File: config.mk
export PLATFORM = sky130hd
export DESIGN_NAME = wind_decoder
export DESIGN_NICKNAME = d
export VERILOG_FILES = /design/src/rtl/wind_pkg.sv /design/src/rtl/wind_pair_decode.sv /design/src/rtl/wind_decoder.sv
export SDC_FILE = /design/constraint.sdc
export NUM_CORES = 1
export LEC_CHECK = 0
export BUFFER_PORTS_ARGS = -buffer_cell sky130_fd_sc_hd__buf_2
export CORE_AREA = 10 10 56 58
export CTS_CLUSTER_DIAMETER = 100
export DETAILED_ROUTE_END_ITERATION = 12
export DIE_AREA = 0 0 66 68
export HOLD_SLACK_MARGIN = 0.08
export PLACE_DENSITY = 0.83
export SYNTH_ARGS = -nofsm -noshare
export SYNTH_HDL_FRONTEND = slang
export SYNTH_SLANG_ARGS = --single-unit
File: constraint.sdc
create_clock -name clk -period 4.3 [get_ports clk]
set_input_delay 0.43 -clock clk [delete_from_list [all_inputs] [get_ports clk]]
set_output_delay 0.43 -clock clk [all_outputs]
set_load 0.02 [all_outputs]
File: src/rtl/wind_pkg.sv
// rtl/wind_pkg.sv - light patterns, direction codes and legality check for the wind-light protocol
package wind_pkg;

    typedef enum logic [2:0] {
        P101 = 3'b101,
        P010 = 3'b010,
        P100 = 3'b100,
        P001 = 3'b001
    } pattern_t;

    typedef enum logic [1:0] {
        DIR_CALM = 2'b00,
        DIR_RL   = 2'b01,
        DIR_LR   = 2'b10,
        DIR_HOLD = 2'b11
    } dir_t;

    function automatic logic is_legal(input logic [2:0] pattern);
        return (pattern == P101) || (pattern == P010) ||
               (pattern == P100) || (pattern == P001);
    endfunction

endpackage

File: src/rtl/wind_pair_decode.sv
// rtl/wind_pair_decode.sv - combinational (prev, cur) light pair to direction code decode
module wind_pair_decode
    import wind_pkg::*;
(
    input  logic [2:0] prev,
    input  logic [2:0] cur,
    output logic [1:0] code,
    output logic       legal
);

    always_comb begin
        code  = DIR_HOLD;
        legal = is_legal(prev) && is_legal(cur);
        // A pattern repeated unchanged always decodes as hold, hence the HOLD defaults.
        case (prev)
            P101: case (cur)
                P010:    code = DIR_CALM;
                P001:    code = DIR_RL;
                P100:    code = DIR_LR;
                default: code = DIR_HOLD;
            endcase
            P010: case (cur)
                P101:    code = DIR_CALM;
                P100:    code = DIR_RL;
                P001:    code = DIR_LR;
                default: code = DIR_HOLD;
            endcase
            P100: case (cur)
                P101:    code = DIR_CALM;
                P001:    code = DIR_RL;
                P010:    code = DIR_LR;
                default: code = DIR_HOLD;
            endcase
            P001: case (cur)
                P101:    code = DIR_CALM;
                P010:    code = DIR_RL;
                P100:    code = DIR_LR;
                default: code = DIR_HOLD;
            endcase
            default: code = DIR_HOLD;
        endcase
    end

endmodule

File: src/rtl/wind_decoder.sv
// rtl/wind_decoder.sv - recovers and confirms the wind direction code from sampled light patterns
module wind_decoder
    import wind_pkg::*;
#(
    parameter int CONFIRM   = 2,
    parameter int ERR_CNT_W = 4
) (
    input  logic                 clk,
    input  logic                 reset,
    input  logic                 en,
    input  logic [2:0]           lights,
    output logic [1:0]           dir,
    output logic                 dir_valid,
    output logic                 change,
    output logic                 err,
    output logic [ERR_CNT_W-1:0] err_count
);

    localparam logic [1:0] S_EMPTY = 2'd0;
    localparam logic [1:0] S_TRACK = 2'd1;
    localparam logic [1:0] S_FAULT = 2'd2;
    localparam logic [2:0] CONF    = 3'(CONFIRM);

    logic [1:0] state;
    logic [2:0] prev;
    logic [1:0] cand;
    logic [2:0] run;

    logic [1:0] code;
    logic       pair_legal;
    logic [2:0] run_next;
    logic       load;

    // prev only ever holds a legal pattern, so pair legality reduces to legality of lights.
    wind_pair_decode u_pair (
        .prev  (prev),
        .cur   (lights),
        .code  (code),
        .legal (pair_legal)
    );

    always_comb begin
        if (code == cand && run != 3'd0) begin
            run_next = (run == CONF) ? CONF : run + 3'd1;
        end else begin
            run_next = 3'd1;
        end
        load = (run_next == CONF) && (!dir_valid || code != dir);
    end

    always_ff @(posedge clk) begin
        change <= 1'b0;
        err    <= 1'b0;
        if (reset) begin
            state     <= S_EMPTY;
            prev      <= P101;
            cand      <= DIR_CALM;
            run       <= 3'd0;
            dir       <= DIR_CALM;
            dir_valid <= 1'b0;
            err_count <= '0;
        end else if (en) begin
            if (!pair_legal) begin
                err <= 1'b1;
                if (err_count != '1) begin
                    err_count <= err_count + 1'b1;
                end
            end
            case (state)
                S_TRACK: begin
                    if (pair_legal) begin
                        prev <= lights;
                        run  <= run_next;
                        if (run_next == 3'd1) begin
                            cand <= code;
                        end
                        if (load) begin
                            dir       <= code;
                            dir_valid <= 1'b1;
                            change    <= 1'b1;
                        end
                    end else begin
                        dir_valid <= 1'b0;
                        run       <= 3'd0;
                        state     <= S_FAULT;
                    end
                end
                S_EMPTY, S_FAULT: begin
                    if (pair_legal) begin
                        prev  <= lights;
                        state <= S_TRACK;
                    end
                end
                default: state <= S_EMPTY;
            endcase
        end
    end

endmodule

[Word-level counts from Yosys, hierarchy flattened]
Cells that the tools add are included.
Operators by class
  reductions and logical operators: 24
  add/subtract/negate cells: 2
  mux-type cells: 15
  equality and inequality tests: 19
  bitwise operators: 3
Operators with widths (number)
  2-bit case mux with 3 select lines: 4
  3-bit by 2-bit equality test with 1-bit output (second input constant): 4
  3-bit equality test (second input constant): 4
  3-bit AND reduction: 4
  3-bit by 1-bit equality test with 1-bit output (second input constant): 3
  3-bit two-way mux: 3
  2-bit case mux with 4 select lines: 1
  4-bit AND reduction: 2
  1-bit logical OR: 7
  4-bit by 1-bit adder with 4-bit output (second input constant): 1
  1-bit two-way mux: 4
  2-bit two-way mux: 2
  2-bit != test (second input constant): 2
  4-bit != test (second input constant): 1
  2-bit case mux with 2 select lines: 1
  2-bit OR reduction: 2
  4-bit OR reduction: 1
  3-bit by 1-bit adder with 3-bit output (second input constant): 1
  1-bit logical AND: 3
  1-bit NOT: 3
  3-bit nonzero test: 1
  3-bit OR reduction: 1
  2-bit by 1-bit equality test with 1-bit output (second input constant): 1
  2-bit equality test: 1
  6 further kinds: 6
Word-level totals
  output and inout bits: 9
  logic and storage cells: 72
  input bits: 6
  bits in registers: 19

[Logic depth before layout (Yosys ltp)]
Gate-level depths: netlist (run 1).
  depth in word-level cells: 10
  mapped depth: 8
  gate-level depth less buffers: 8

[Hierarchy]
Synthesis (run 1) repeated with hierarchy kept, for this count alone.
Unflattened totals
  cells, all modules: 124
  area total of the unflattened synthesis: 1054.8 um^2
By module, submodules not included
  wind_decoder: area an instance 914.6 um^2, cells each 104, instances 1
  wind_pair_decode: area an instance 140.1 um^2, cells each 20, instances 1

[Least setup slack after synthesis (run 1)]
No wires, ideal clock.
  kind: in2reg
  start: input port lights[1]
  end: register run[0]
  path buffers: 0
  data required time: 4.168 ns
  stages: 6
  path slack: 2.260 ns
  arrival: 1.908 ns
  cells stage by stage: or4bb_1 -> a211o_1 -> nand3_4 -> mux2i_2 -> a31o_1 -> a21oi_2
On the way
  word-level cells in the longest chain between the ends: 7
  elaborated cells on any way between the ends: 17
  classes of those cells: eq/ne (5); mux (7); reduce/logical (5)
Ends and longest elaborated chain
  from (decl): line wind_decoder.sv:11  | input logic [2:0] lights,
  3-bit equality test (tied with other cells)
  2-bit case mux with 3 select lines, on equally long branches
  2-bit case mux with 4 select lines: line wind_pair_decode.sv:15  | case (prev)
  2-bit equality test: line wind_decoder.sv:43  | if (code == cand && run != 3'd0) begin
  1-bit logical AND: line wind_decoder.sv:43
  3-bit two-way mux: line wind_decoder.sv:43
  3-bit two-way mux (*): line wind_decoder.sv:71  | if (pair_legal) begin
  to (signal assigned): line wind_decoder.sv:73  | run <= run_next;
  to (decl): line wind_decoder.sv:27  | logic [2:0] run;
Mark *: on every way between the ends. The rest lies on a longest branch, timed or not.
A chain may end at the register's enable or synchronous reset.

[Worst setup path after layout (run 1)]
  start: register prev[1]
  end: register dir_valid
On the way
  word-level cells in the longest chain between the ends: 9
  elaborated cells on any way between the ends: 19
  classes of those cells: eq/ne (8); mux (3); reduce/logical (8)
Ends and longest elaborated chain
  from (decl): line wind_decoder.sv:25  | logic [2:0] prev;
  from (signal assigned): line wind_decoder.sv:72  | prev <= lights;
  from (signal assigned): line wind_decoder.sv:90  | prev <= lights;
  3-bit by 1-bit equality test with 1-bit output (tied with other cells): line wind_pkg.sv:20, wind_pair_decode.sv:15
  2-bit case mux with 4 select lines: line wind_pair_decode.sv:15
  2-bit equality test: line wind_decoder.sv:43
  1-bit logical AND: line wind_decoder.sv:43
  3-bit two-way mux: line wind_decoder.sv:43
  3-bit by 2-bit equality test with 1-bit output: line wind_decoder.sv:48  | load = (run_next == CONF) && (!dir_valid || code != dir);
  1-bit logical AND: line wind_decoder.sv:48
  2-bit by 1-bit != test with 1-bit output (no line)
  3-bit AND reduction (no line)
  to (signal assigned): line wind_decoder.sv:60  | dir_valid <= 1'b0;
  to (signal assigned): line wind_decoder.sv:79  | dir_valid <= 1'b1;
  to (signal assigned): line wind_decoder.sv:83  | dir_valid <= 1'b0;
  to (decl): line wind_decoder.sv:13  | output logic dir_valid,
Several ways; a longest one is shown, not always the timed one.

==> out/metrics.cfg, run 1 <==
[min_path]
holdPathStages=2
hold_start=lights[0]
hp-class=in2reg
min_to=prev[0]$_SDFFE_PP1P_

[timing]
hold_viol=0
rsz0062_at_grt=false
clock.fmax_mhz=453
finalMaxSlewViolations=0
worst_pin_slew_ns=0.633
skew_ns=0.00522
setup_viol=0
timing.final.crit_share_pct=51.4
layout_min_cycle_time_ns=2.21
fin_tns_setup_ns=0
slew_headroom_pct=57.5

[clock_network]
numCtsBuffers=3
path_clk_slew_ns=0.11
cts_resized=0
ctsHoldBuffers=0
cts_tree=done
clk_latency_ns=0.30
cts.htree.levels=1
cts_root_buffer=clkbuf_4
clk_path_buf_depth=2
cts.sinks=19
post_cts_buffers=0

[floorplan]
die-height_um=68
die_w_um=66
design.core.area_um2=2110
fp-row-count=17
die-area_um2=4490
start_util_pct=56.6
ioPinCount=15

[status]
status=finished, final reports clean

[routing]
detail_route.iter0.violations=22
ant_nets=0
drc_errors=0
wl_per_cell_um=14.0
drt_pre_antenna_iters=4
wl_um=2430
m1WireLength_um=1130
vias=996
wl_met3_um=122
wl_met2_um=1140
via_per_inst=5.72
top_layer_used=met4

[worst_setup_path]
start_kind=register
required_ns=4.53
reg2reg_to=dir_valid$_SDFFE_PP0P_
critPathKind=reg2reg
rr_worst_depth=6
rr_startpoint=prev[1]$_SDFFE_PP0P_
crit_fanout=8
cp-end-kind=register
worstPathArrival_ns=2.44
reg2reg_slack_ns=2.09

[grt]
grt_max_degree=20
grt_overflow=0
grt_pass1_vias=958
grt_first_pass_wirelength_um=4060
antenna_found_initial=0
grt_usage_pct=11.3

[power_and_ir_drop]
irDropWorstVdd_v=0.000247
p_leak_nw=0.518
power.density_nw_per_um2=261

[synthesis]
synth.yosys.seq_area_share_pct=31.9
synth_enable_flop_cells=0
netlist.area_leader.share_pct=31.9
synth_top_family_by_area=simple AND/OR/NAND/NOR gates
synth.most_common_cell=nor2_1
synth_area_leaders=dfxtp_1, nor2_1, ha_1
avgSynthCellArea_um2=9.10
synth-compound-area-share_pct=24.3
synth_adder_area_share_pct=4.20
ys_ff_latch=19
yosys.area_share.simple_pct=28.9
synth_ff_type=dfxtp_1
syn-num-nets=141
syn_area_um2=1190
async_flop_share_pct=0
synth.distinct_cells=50
synth_common_cells=nor2_1, dfxtp_1, a21oi_1
synth_mux_area_share_pct=3.67
ys_warn_count=0
synth_cells=131
synth_xor_xnor_area_share_pct=3.57
synth_top_area_cell=dfxtp_1

[final_layout]
n_antenna_cell=0
nets=157
area_growth_pct=10.1
design_area_um2=1310
drive_gt1_share_pct=22.6
postLayoutCoreUtil_pct=62.3
fillers=186

[placed_design]
portBuffers=14
hpwl_um=1880
gp_congestion=0.813
post_dp_cell_area_um2=1290

[flow_run]
cap_violations=0

[layer usage]
layer / global-route usage [%] / up-vias
li1: - / 502
met1: 12.7 / 475
met2: 18.7 / 15
met3: 3.92 / 4
met4: 5.50 / 0
met5: 0 / -
[power by group]
group / internal (mW) / switching, mW / leakage, nW
logic: 0.0239 / 0.0360 / 0.349
clock network: 0.0361 / 0.0566 / 0.0150
registers: 0.182 / 0.00737 / 0.154
[flip-flops by register name (all words and copies together), names as in the netlist]
name       flops
state          2
prev           3
cand           2
change         1
err            1
dir_valid      1
run            3
err_count      4
dir            2
[placed cells by master (no fill, tap or decap), types with 2 or more instances in the layout]
cell type  Yosys  final
mux2i_1        3      3
dfxtp_1       19     19
inv_1          8      8
nand2b_1       4      4
or3b_4         2      2
xor2_1         2      2
clkbuf_4       0      3
nand4_1        2      2
buf_2          0     14
a21oi_1        9      9
nor3_1         3      3
nand3_1        3      3
a211o_1        3      3
nor2_1        20     20
ha_1           4      4
nand2_1        8      8
o21ai_0        2      2
a31o_1         4      4
[logic make-up after synthesis]
| logic type | Yosys count |
|---|---|
| AND/OR/NAND/NOR | 56 |
| AO/OA/AOI/OAI | 33 |
| flip-flops | 19 |
| buffers and inverters | 11 |
| XOR/XNOR | 4 |
| multiplexers | 4 |
| adder cells (fa/ha/maj) | 4 |
[through the flow]
step                total power, mW  hold slack, ns  cells  worst slack, ns
floorplan                     0.238           0.465    131             2.26
global placement              0.251           0.482    170             2.08
detailed placement            0.253           0.496    170             2.02
CTS                           0.344           0.412    174             2.09
global route                  0.359           0.428    174             1.98
finish                        0.342           0.416    174             2.09
[critical path, cell delays in order, from the launching register on]
cell	delay [ns]
dfxtp_1	0.49
or3b_4	0.46
or3b_4	0.45
nand3_4	0.10
mux2i_2	0.32
a41oi_2	0.16
nor3_2	0.16
[worst max-delay path by stage]
stage,from,endpoint,slack (ns),cells after the start
6_report,prev[1]$_SDFFE_PP0P_,dir_valid$_SDFFE_PP0P_,2.09,6
5_1_grt,prev[1]$_SDFFE_PP0P_,dir_valid$_SDFFE_PP0P_,1.98,6
4_1_cts,prev[1]$_SDFFE_PP0P_,dir_valid$_SDFFE_PP0P_,2.09,6
3_5_place_dp,lights[1],dir_valid$_SDFFE_PP0P_,2.02,7
3_3_place_gp,lights[0],dir_valid$_SDFFE_PP0P_,2.08,7
2_1_floorplan,lights[1],run[0]$_SDFFE_PP0P_,2.26,6
[final cells by class]
type	instances	area, µm²	share of cell area (%)
repair buffers	14	70.1	5.34
clock buffers	4	26.3	2.00
well taps	28	35.0	2.67
multi-input cells	101	771	58.7
inverters	8	30.0	2.29
flip-flops and latches	19	380	29.0
Note: power is estimated with default switching activity, not from simulation.
==> run 2: changes to the inputs <==
--- a/config.mk
+++ b/config.mk
@@ -5,13 +5,14 @@
 export SDC_FILE = /design/constraint.sdc
 export NUM_CORES = 1
 export LEC_CHECK = 0
+export ABC_AREA = 1
 export BUFFER_PORTS_ARGS = -buffer_cell sky130_fd_sc_hd__buf_2
-export CORE_AREA = 10 10 56 58
+export CORE_AREA = 10 10 60 62
 export CTS_CLUSTER_DIAMETER = 100
 export DETAILED_ROUTE_END_ITERATION = 12
-export DIE_AREA = 0 0 66 68
+export DIE_AREA = 0 0 70 72
 export HOLD_SLACK_MARGIN = 0.08
-export PLACE_DENSITY = 0.83
+export PLACE_DENSITY = 0.75
 export SYNTH_ARGS = -nofsm -noshare
 export SYNTH_HDL_FRONTEND = slang
 export SYNTH_SLANG_ARGS = --single-unit
==> constraint.sdc (replaced) <==
create_clock -name clk -period 1.84 [get_ports clk]
set_input_delay 0.184 -clock clk [delete_from_list [all_inputs] [get_ports clk]]
set_output_delay 0.184 -clock clk [all_outputs]
set_load 0.02 [all_outputs]
==> run 2 against run 1 <==
Combinational power rose to 3.8 times the previous value. Count of clock-buffer cells in the layout unchanged. Synthesized area decreased by 0.84%. Core utilization down 5.4 points. Design area is 5.5% higher. Register-to-register slack worse by 2.0 ns. Highest routed layer unchanged. Critical path type unchanged. Critical path depth grew 8. Critical endpoint is now cand[1]$_SDFFE_PP0P_. Global-route usage shrank 1.4 points.
==> out/metrics.cfg, run 2 <==
[worst_setup_path]
start_kind=register
crit_fanout=5
cp_slowest_cell=dfxtp_4
required_ns=2.05
slowest_delay_ns=0.37
path_cells=inv_4, nand2_4, nor2_4, nand2_1, nand2_1, nand2_2, nand3_2, nand2_2, nor2_4, nand3b_1, nand2_1, nor2_2, o21ai_1, nor2_1
reg2reg_slack_ns=0.07
reg2reg_to=cand[1]$_SDFFE_PP0P_
cp-end-kind=register
rr_startpoint=prev[1]$_SDFFE_PP0P_
crit_path_frequent_cell=nand2_1
critPathKind=reg2reg
worstPathArrival_ns=1.97
rr_worst_depth=14

[synthesis]
netlist.area_leader.share_pct=32.2
synth.distinct_cells=24
ys_ff_latch=19
synth_ff_type=dfxtp_1
synth_common_cells=nand2_1, inv_1, dfxtp_1, nor2_1
syn_area_um2=1180
synth_enable_flop_cells=0
synth.yosys.seq_area_share_pct=32.2
yosys.area_share.simple_pct=41.3
async_flop_share_pct=0
synth_mux_area_share_pct=0
synth_cells=177
synth-compound-area-share_pct=12.2
synth_top_area_cell=dfxtp_1
synth_xor_xnor_area_share_pct=0
syn-num-nets=187
synth.most_common_cell=nand2_1
synth_adder_area_share_pct=4.23
avgSynthCellArea_um2=6.68
synth_top_family_by_area=simple AND/OR/NAND/NOR gates
synth_area_leaders=dfxtp_1, nand2_1, inv_1
ys_warn_count=0

[clock_network]
cts_tree=done
clk_path_buf_depth=2
cts.htree.levels=1
numCtsBuffers=3
post_cts_buffers=0
cts_root_buffer=clkbuf_4
path_clk_slew_ns=0.10
cts.sinks=19
clk_latency_ns=0.30

[placed_design]
hpwl_um=2010
portBuffers=14
post_dp_cell_area_um2=1290
dpl.cell_count=221
gp_congestion=0.856

[timing]
fin_tns_setup_ns=0
finalMaxSlewViolations=0
slew_headroom_pct=76.9
clock.fmax_mhz=565
layout_min_cycle_time_ns=1.77
rsz0062_at_grt=true
setup_viol=0
hold_viol=0
timing.final.crit_share_pct=96.2
worst_pin_slew_ns=0.344
skew_ns=0.00559

[grt]
grt_overflow=0
grt_first_pass_wirelength_um=4290
grt_pass1_vias=1062
antenna_found_initial=0
grt_usage_pct=9.83
grt_max_degree=12

[power_and_ir_drop]
p_leak_nw=0.651
p_int_uw=588
irDropWorstVdd_v=0.000441
p_clk_share_pct=23.7
combPwrFrac_pct=25.9
power.density_nw_per_um2=642
p_sw_uw=301
power_frac_seq_pct=50.4
switching_share_pct=33.9

[min_path]
hp-class=in2reg
holdPathStages=3
min_to=prev[2]$_SDFFE_PP1P_
hold_start=lights[2]

[final_layout]
layout_commonest_cell=nand2_1
final_cell_mix=nand2_1, inv_1, nor2_1
n_antenna_cell=0
area_growth_pct=17.1
top_register=err_count
design_area_um2=1390
fin_cells=225
largest_register_ffs=4
drive_gt1_share_pct=27.7
largest_registers=err_count (4), prev (3), run (3)
nets=206

[routing]
detail_route.iter0.violations=66
drc_errors=0
vias=1141
ant_nets=0
wl_per_cell_um=11.4
drt_pre_antenna_iters=4
wl_um=2560
via_per_inst=5.07

[flow_run]
cap_violations=0

[floorplan]
die_w_um=70
die-area_um2=5040
die-height_um=72
start_util_pct=48.6
design.core.area_um2=2430
fp-row-count=18
ioPinCount=15

[status]
status=finished, final reports clean

[run 2: cell count changes in the layout (fill, tap and decap cells not counted), sizes merged, moves of 3 or more]
cell | previous run | this run
a21oi | 10 | 13
xor2 | 3 | 0
nand3 | 4 | 16
mux2i | 4 | 0
a31o | 4 | 0
nor2 | 20 | 26
nand2b | 5 | 0
o21ai | 3 | 12
nand2 | 8 | 40
inv | 8 | 31
or3b | 3 | 0
[run 2: kinds of logic (layout without fill, tap and decap cells)]
kind of cell | after synthesis | after routing
AND/OR/NAND/NOR | 95 | 95
buffers and inverters | 32 | 50
adder cells (fa/ha/maj) | 4 | 4
AO/OA/AOI/OAI | 27 | 27
flip-flops | 19 | 19
[run 2: metal layers]
metal | vias to the layer above | routed length, µm | GRT usage, %
li1 | 606 | - | -
met1 | 506 | 1190 | 11.2
met2 | 24 | 1220 | 17.2
met3 | 5 | 120 | 2.45
met4 | 0 | 38 | 3.95
met5 | - | 0 | 0
[run 2: what timing repair did]
action / in CTS / in global routing
hold buffers: 0 / 0
setup endpoints to repair: 0 / 10
gates resized for setup: 0 / 22
[run 2: worst max-delay path by stage]
| stage | start | to |
|---|---|---|
| after floorplan | prev[2]$_SDFFE_PP1P_ | cand[1]$_SDFFE_PP0P_ |
| after global placement | lights[1] | cand[1]$_SDFFE_PP0P_ |
| after detailed placement | lights[1] | cand[0]$_SDFFE_PP0P_ |
| after CTS | prev[0]$_SDFFE_PP1P_ | cand[0]$_SDFFE_PP0P_ |
| after global routing | prev[1]$_SDFFE_PP0P_ | cand[0]$_SDFFE_PP0P_ |
| final | prev[1]$_SDFFE_PP0P_ | cand[1]$_SDFFE_PP0P_ |
[run 2: cell type report]
type                    instances  area [µm²]
flip-flops and latches         19         389
inverters                      31         119
fillers                       230        1050
well taps                      30        37.5
multi-input cells             126         736
clock buffers                   4        26.3
repair buffers                 15        77.6
[run 2: worst max-delay path: cells and delay by family (launching register included)]
| kind | cells | cell delay, ns |
|---|---|---|
| and+or+nand+nor | 12 | 1.11 |
| DFF | 1 | 0.37 |
| AOI/OAI and AO/OA | 1 | 0.11 |
| buffers and inverters | 1 | 0.06 |
[run 2: power by group through the flow]
| stage | Clock, mW | Combinational, mW | Sequential [mW] |
|---|---|---|---|
| floorplan | 0 | 0.157 | 0.459 |
| global placement | 0 | 0.208 | 0.453 |
| detailed placement | 0 | 0.213 | 0.453 |
| CTS | 0.215 | 0.214 | 0.444 |
| global route | 0.233 | 0.257 | 0.452 |
| finish | 0.211 | 0.230 | 0.448 |
[run 2: stage by stage]
stage	util, %	setup slack (ns)	power, mW	hold slack (ns)
after detailed placement	53.2	0.0784	0.666	0.458
after floorplan	-	0.270	0.616	0.310
after global placement	53.2	0.111	0.661	0.450
after global routing	56.9	-0.0507	0.942	0.170
final	56.9	0.0706	0.890	0.147
after CTS	54.3	0.0691	0.873	0.143
